## config.mk

```make
export PLATFORM = sky130hd
export DESIGN_NAME = corelet_ctrl
export DESIGN_NICKNAME = d
export VERILOG_FILES = /design/src/rtl/corelet_ctrl.sv
export SDC_FILE = /design/constraint.sdc
export NUM_CORES = 1
export LEC_CHECK = 0
export BUFFER_PORTS_ARGS = -buffer_cell sky130_fd_sc_hd__buf_4
export CORE_MARGIN = 3
export CORE_UTILIZATION = 62
export CTS_CLUSTER_SIZE = 20
export DETAILED_ROUTE_END_ITERATION = 12
export GPL_ROUTABILITY_DRIVEN = 0
export GPL_TIMING_DRIVEN = 0
export HOLD_SLACK_MARGIN = 0.02
export PLACE_DENSITY = 0.87
export SLEW_MARGIN = 40
export SYNTH_ARGS = -nofsm -noshare
export SYNTH_HDL_FRONTEND = slang
export SYNTH_SLANG_ARGS = --single-unit
```

## constraint.sdc

```tcl
create_clock -name clk -period 3.87 [get_ports clk]
set_clock_uncertainty 0.2 [all_clocks]
set_input_delay 0 -clock clk [delete_from_list [all_inputs] [get_ports clk]]
set_output_delay 0 -clock clk [all_outputs]
set_load 0.05 [all_outputs]
```

## src/rtl/corelet_ctrl.sv

```systemverilog
// Sequences one corelet run: weight fill/load, activation fill/execute, OFIFO readout to pmem, per kernel position.
// Latency: first xmem read one cycle after start; 160 cycles per kernel position unstalled at default sizes.
// Backpressure: l0_full stalls the fill phases in the same cycle; ofifo_valid gates each readout pop combinationally.
module corelet_ctrl #(
    parameter int row     = 8,
    parameter int col     = 8,
    parameter int len_nij = 36,
    parameter int kij     = 9,
    parameter int w_base  = 128,
    parameter int addr_w  = 11
) (
    input  logic              clk,
    input  logic              reset,
    input  logic              start,
    input  logic              l0_full,
    input  logic              ofifo_valid,
    output logic              xmem_cen,
    output logic [addr_w-1:0] xmem_addr,
    output logic              l0_wr,
    output logic              l0_rd,
    output logic              load,
    output logic              execute,
    output logic              ofifo_rd,
    output logic              pmem_wen,
    output logic [addr_w-1:0] pmem_addr,
    output logic              busy,
    output logic              done
);

    localparam int CNT_MAX = (row + col > len_nij + 1) ? row + col : len_nij + 1;
    localparam int CNT_W   = $clog2(CNT_MAX + 1);
    localparam int K_W     = $clog2(kij + 1);
    localparam int NIJ_W   = $clog2(len_nij + 1);

    typedef enum logic [3:0] {
        IDLE, W_FILL, W_LOAD, W_DRAIN, A_FILL, EXEC, E_DRAIN, READOUT, NEXT_K
    } state_t;

    state_t             state, state_nxt;
    logic [CNT_W-1:0]   cnt, cnt_nxt;
    logic [K_W-1:0]     k, k_nxt;
    logic [NIJ_W-1:0]   rd_cnt, wr_cnt;
    logic               pop_q;

    always_ff @(posedge clk or negedge reset) begin
        if (!reset) begin
            state  <= IDLE;
            cnt    <= '0;
            k      <= '0;
            rd_cnt <= '0;
            wr_cnt <= '0;
            pop_q  <= 1'b0;
        end else begin
            state <= state_nxt;
            cnt   <= cnt_nxt;
            k     <= k_nxt;
            pop_q <= ofifo_rd;
            if (state == READOUT) begin
                if (ofifo_rd) rd_cnt <= rd_cnt + NIJ_W'(1);
                if (pop_q)    wr_cnt <= wr_cnt + NIJ_W'(1);
            end else begin
                rd_cnt <= '0;
                wr_cnt <= '0;
            end
        end
    end

    always_comb begin
        state_nxt = state;
        cnt_nxt   = cnt + CNT_W'(1);
        k_nxt     = k;
        xmem_cen  = 1'b1;
        xmem_addr = '0;
        l0_wr     = 1'b0;
        l0_rd     = 1'b0;
        load      = 1'b0;
        execute   = 1'b0;
        ofifo_rd  = 1'b0;
        pmem_wen  = 1'b1;
        pmem_addr = '0;
        busy      = (state != IDLE);
        done      = 1'b0;

        case (state)
            IDLE: begin
                cnt_nxt = '0;
                if (start) begin
                    k_nxt     = '0;
                    state_nxt = W_FILL;
                end
            end
            W_FILL: begin
                xmem_addr = addr_w'(w_base) + addr_w'(k) * addr_w'(col) + addr_w'(cnt);
                if (l0_full) begin
                    cnt_nxt = cnt;
                end else begin
                    xmem_cen = 1'b0;
                    l0_wr    = 1'b1;
                    if (cnt == CNT_W'(col - 1)) state_nxt = W_LOAD;
                end
            end
            W_LOAD: begin
                // load trails l0_rd by one cycle because the corelet registers l0_rd
                l0_rd = (cnt < CNT_W'(col));
                load  = (cnt != '0);
                if (cnt == CNT_W'(col)) state_nxt = W_DRAIN;
            end
            W_DRAIN: begin
                if (cnt == CNT_W'(row + col - 1)) state_nxt = A_FILL;
            end
            A_FILL: begin
                xmem_addr = addr_w'(cnt);
                if (l0_full) begin
                    cnt_nxt = cnt;
                end else begin
                    xmem_cen = 1'b0;
                    l0_wr    = 1'b1;
                    if (cnt == CNT_W'(len_nij - 1)) state_nxt = EXEC;
                end
            end
            EXEC: begin
                l0_rd   = (cnt < CNT_W'(len_nij));
                execute = (cnt != '0);
                if (cnt == CNT_W'(len_nij)) state_nxt = E_DRAIN;
            end
            E_DRAIN: begin
                if (cnt == CNT_W'(row + col - 1)) state_nxt = READOUT;
            end
            READOUT: begin
                cnt_nxt   = '0;
                ofifo_rd  = ofifo_valid && (rd_cnt < NIJ_W'(len_nij));
                pmem_addr = addr_w'(k) * addr_w'(len_nij) + addr_w'(wr_cnt);
                if (pop_q) begin
                    pmem_wen = 1'b0;
                    if (wr_cnt == NIJ_W'(len_nij - 1)) begin
                        state_nxt = NEXT_K;
                        done      = (k == K_W'(kij - 1));
                    end
                end
            end
            NEXT_K: begin
                if (k == K_W'(kij - 1)) begin
                    state_nxt = IDLE;
                end else begin
                    k_nxt     = k + K_W'(1);
                    state_nxt = W_FILL;
                end
            end
            default: state_nxt = IDLE;
        endcase

        if (state_nxt != state) cnt_nxt = '0;
    end

endmodule

```

---- Yosys cells after proc, flatten, opt, wreduce, memory -nomap -nowiden ----
Index checks and enable logic that the tools add are counted.
storage, ports and cells
  register bits after elaboration ......... 27
  input bits .............................. 5
  output and inout bits ................... 31
  word-level logic and storage cells ...... 84
operators by class
  $add $sub $neg .......................... 7
  multipliers ............................. 1
  order comparisons ....................... 3
  equality and inequality tests ........... 21
  mux-type cells .......................... 38
  reduce and logical (&&, ||, !) cells .... 8
operators by type and width
  cell                   count
  $mux W4                13
  $mux W6                6
  $pmux W4 S9            1
  $pmux W10 S2           1
  $add A6 B1 Y6 const B  3
  $eq A6 B6 Y1 const B   3
  $eq A4 B3 Y1 const B   4
  $mux W1                13
  $eq A6 B4 Y1 const B   2
  $lt A6 B6 Y1 const B   2
  $pmux W6 S2            1
  $add A10 B6 Y11        1
  $mux W11               1
  $add A9 B6 Y10         1
  $add A8 B7 Y9 const A  1
  $eq A4 B2 Y1 const B   2
  $eq A4 B4 Y1 const B   2
  $mul A4 B4 Y8 const B  1
  $ne A2 B2 Y1 const B   4
  $pmux W4 S2            1
  $eq A6 B3 Y1 const B   1
  $lt A6 B4 Y1 const B   1
  $reduce_bool A6 Y1     1
  $add A4 B1 Y4 const B  1
  other kinds (10)       11

---- Logic depth before layout (Yosys ltp) ----
  word-level depth ........................ 6
  gate-level depth with buffers ........... 8

---- Worst setup path before layout ----
Ideal clock, no wire load.
  path kind ............................... reg2out
  from .................................... register k[0]
  to ...................................... output port pmem_addr[10]
  data arrival time ....................... 2,380 ps
  required time ........................... 3,670 ps
  setup slack ............................. 1,290 ps
  cell stages (with the launch flop) ...... 6
  buffers on the path ..................... 0
  cells stage by stage .................... dfrtp_1 -> ha_1 -> ha_1 -> a21oi_1 -> nand3b_1 -> nor3_1
between the ends
  longest elaborated chain between the ends .. 3
ends and longest elaborated chain
  element                 line  source
  from (decl)             41    logic [K_W-1:0] k, k_nxt;
  from (signal assigned)  56    k <= k_nxt;
  $mul A4 B4 Y8           132   pmem_addr = addr_w'(k) * addr_w'(len_nij) + addr_w'(wr_cnt);
  $add A10 B6 Y11         132
  $mux W11                84    case (state)
  to (decl)               25    output logic [addr_w-1:0] pmem_addr,
No other way between the ends.

---- Final worst setup path ----
  from .................................... register k[0]
  to ...................................... output port pmem_addr[8]
Same word-level chain as after synthesis.

==> key figures <==
Status
  • Status: complete, no violations

Clock tree
  • CTS clock-pin slew for the worst setup and hold paths: 0.09 ns
  • Worst-Skew Late Latency: 0.26 ns
  • Clock sinks: 27
  • Number of gates resized after cts: 0
  • Max Root-Sink Buffers: 2
  • CTS tree: done
  • Hold_buf cts: 5
  • Cts bufs inserted: 3
  • Clock Tree Root: clkbuf_8
  • H-tree levels: 1
  • Setup Buffers After CTS: 0

Setup path
  • Critical path startpoint category: register
  • CP endpoint kind: output port
  • Reg2reg end: cnt[4]$_DFFE_PN0P_
  • Worst R2R Setup Slack: 1.38 ns
  • Crit Reg-Reg Startpoint: cnt[1]$_DFFE_PN0P_
  • Critical Path RT: 3.67 ns
  • WS Path Type: register to output port
  • Reg2reg path depth: 7
  • Crit path arrival time: 2.43 ns
  • Largest fanout on the critical path: 7

Yosys
  • Post-synth cell types: 62
  • YS warnings: 0
  • Number of synthesized flops with an enable pin: 0
  • Synthesized area per cell: 8.86 um^2
  • Seq/Total Area, Yosys: 28.6%
  • Main combinational cell family by area after synthesis: simple AND/OR/NAND/NOR gates
  • Most common flop cell mapped by yosys: dfrtp_1
  • Cell Area, Synth: 2370 um^2
  • Post-synthesis mux area share: 3.49%
  • Yosys reg bits: 27
  • Asr flop ratio synth: 100%
  • Area fraction in compound gates after synthesis: 14.2%
  • Post-synthesis simple-gate area fraction: 28.8%
  • Gate count after technology mapping: 267
  • Synth Area in XOR/XNOR: 7.40%
  • Adder-cell area share of the yosys netlist: 10.7%

Route
  • First-pass DRT Iterations: 4
  • Via density: 6.04
  • DR WL/cell: 16.3 um
  • Iter 0 DRT Violations: 163
  • Antenna viol nets, final: 0
  • DRC errors left: 0
  • Via count: 2152
  • Routed wire length: 5790 um

Pwr
  • Peak supply drop: 0.200 mV
  • Overall power: 0.955 mW
  • Net Switching: 0.399 mW
  • Switch share: 41.8%
  • Leakage: 1.30 nW
  • Power share of the sequential group: 34.9%
  • Internal Power: 0.556 mW
  • Combinational share of power: 49.0%
  • PD cells: 343 nW/um^2
  • Power share of the clock group: 16.1%

STA
  • Tcrit/Tclk final: 68.0%
  • TNS Setup: 0 ns
  • Pins over their slew limit: 0
  • Fmax: 380 MHz
  • Final Critical Period: 2.63 ns
  • Final Hold Vio Count: 0
  • Slew headroom: 49.1%
  • RSZ-0062 raised after global routing: false
  • Endpoints failing setup: 0
  • Slew @ Worst Pin: 0.756 ns
  • WHS: 0.192 ns

Layout
  • ANT cells: 0
  • Share of cells above drive strength 1: 21.6%
  • Fin cells: 356
  • Layout Nets: 335
  • Fillcell total: 270
  • P&R area growth vs syn: 17.5%

Die
  • DIE AREA: 4590 um^2
  • I/O Pins: 36
  • Initial core utilization: 67.7%
  • Num rows: 21
  • Die width: 67.8 um
  • Height of the die: 67.8 um
  • CORE AREA: 3490 um^2

Placement
  • Buffers on Ports: 33
  • Placed insts: 347
  • Post-detail-place hpwl: 4140 um

Job
  • Max-cap violations: 0

Worst hold path
  • HP Start: l0_full
  • Hold WC Path Type: input pin to register
  • Hold path endpoint: state[1]$_DFF_PN0_
  • Hold depth: 5

GRT
  • Vias in the first global route: 2110
  • All-Layer GR Usage: 27.5%
  • Grt ovf: 0
  • First-pass GRT wire length: 9720 um
  • Largest net degree at the start of global routing: 28
  • Initial antenna violation count: 0
## final cells by class
type,instances,area (um^2),share of cell area (%)
multi-input cells,211,1530,55.2
flip-flops and latches,27,676,24.3
repair buffers,38,308,11.1
plain buffers,17,111,4.01
well taps,46,57.6,2.07
inverters,13,48.8,1.76
clock buffers,4,45.0,1.62
## registers in the layout (all words and copies together) (netlist names)
name	flops
k	4
cnt	6
pop_q	1
rd_cnt	6
state	4
wr_cnt	6
## placed cells by master (no fill, tap or decap), types with 4 or more instances in the layout
master	netlist	routed
a21o_1	5	5
a21oi_1	14	14
and2_1	7	7
and3_1	4	4
buf_2	5	5
buf_4	5	38
clkbuf_1	4	5
dfrtp_1	27	27
dlygate4sd3_1	0	4
ha_1	17	17
inv_1	11	11
mux2i_1	6	6
nand2_1	22	22
nand3_1	6	6
nand3b_1	5	5
nand4_1	6	6
nor2_1	29	29
nor2b_1	4	4
nor3_1	6	6
nor4b_1	4	4
o211ai_1	4	4
o21ai_0	5	5
xnor2_1	9	9
xor2_1	11	11
## cell usage after synthesis (2+ instances only)
cell      instances  area (um^2)
nand4_1           6         37.5
xor2_1           11         96.3
nor3_1            6         30.0
clkbuf_1          4         15.0
nor4b_2           2         30.0
a21o_1            5         37.5
a22oi_1           2         15.0
and3_1            4         25.0
mux2i_1           6         60.1
buf_2             5         25.0
a22o_1            3         26.3
nor4b_1           4         35.0
nor2_1           29          109
buf_6             3         33.8
fa_1              2         40.0
o211ai_1          4         30.0
or3_1             3         18.8
inv_1            11         41.3
inv_2             2         7.51
o21ai_0           5         25.0
nand3_1           6         30.0
nand2_1          22         82.6
dfrtp_1          27          676
mux2_2            2         22.5
ha_1             17          213
nor2b_1           4         25.0
buf_4             5         37.5
nand3b_1          5         37.5
a21oi_1          14         70.1
xnor2_1           9         78.8
nor3b_1           2         15.0
and2_1            7         43.8
## stage by stage
step / cell area, um^2 / worst slack (ns) / util [%]
3_5_place_dp: 2680 / 1.46 / 76.5
4_1_cts: 2780 / 1.23 / 79.6
6_report: 2780 / 1.24 / 79.6
3_3_place_gp: 2680 / 1.49 / 76.5
2_1_floorplan: 2370 / 1.29 / -
5_1_grt: 2780 / 1.09 / 79.6
## power by group through the flow
| stage | combinational [mW] | clock, mW | sequential (mW) |
|---|---|---|---|
| 2_1_floorplan | 0.352 | 0 | 0.333 |
| 3_3_place_gp | 0.446 | 0 | 0.337 |
| 3_5_place_dp | 0.453 | 0 | 0.339 |
| 4_1_cts | 0.461 | 0.159 | 0.333 |
| 5_1_grt | 0.501 | 0.171 | 0.339 |
| 6_report | 0.468 | 0.154 | 0.333 |
## worst max-delay path, stage by stage, from the launching register on
cell and delay, ns:
dfrtp_1 0.48, ha_1 0.28, fa_1 0.41, a21o_1 0.18, a21oi_1 0.20, nand3b_1 0.18
xor2_1 0.17, nor2_1 0.06, buf_4 0.21
## layer usage
layer	track usage, %	routed length [um]	up-vias	share of wire (%)
li1	-	-	1032	-
met1	36.5	2540	1034	44
met2	45.6	2820	72	49
met3	3.16	298	14	5.1
met4	10.9	129	0	2.2
met5	0	0	-	0
## worst max-delay path by stage
stage,start,to,slack [ns]
floorplan,k[0]$_DFFE_PN0P_,pmem_addr[10],1.29
global placement,cnt[1]$_DFFE_PN0P_,cnt[4]$_DFFE_PN0P_,1.49
detailed placement,cnt[1]$_DFFE_PN0P_,cnt[4]$_DFFE_PN0P_,1.46
CTS,k[0]$_DFFE_PN0P_,pmem_addr[8],1.23
global route,k[0]$_DFFE_PN0P_,pmem_addr[9],1.09
finish,k[0]$_DFFE_PN0P_,pmem_addr[8],1.24
## kinds of logic (layout without fill, tap and decap cells)
kind of cell | count (synthesis) | after routing
flip-flops | 27 | 27
XOR/XNOR | 20 | 20
multiplexers | 8 | 8
other | 1 | 2
buffers and inverters | 30 | 72
AO/OA/AOI/OAI | 47 | 47
AND/OR/NAND/NOR | 115 | 115
adder cells (fa/ha/maj) | 19 | 19
Note: power is estimated with default switching activity, not from simulation.
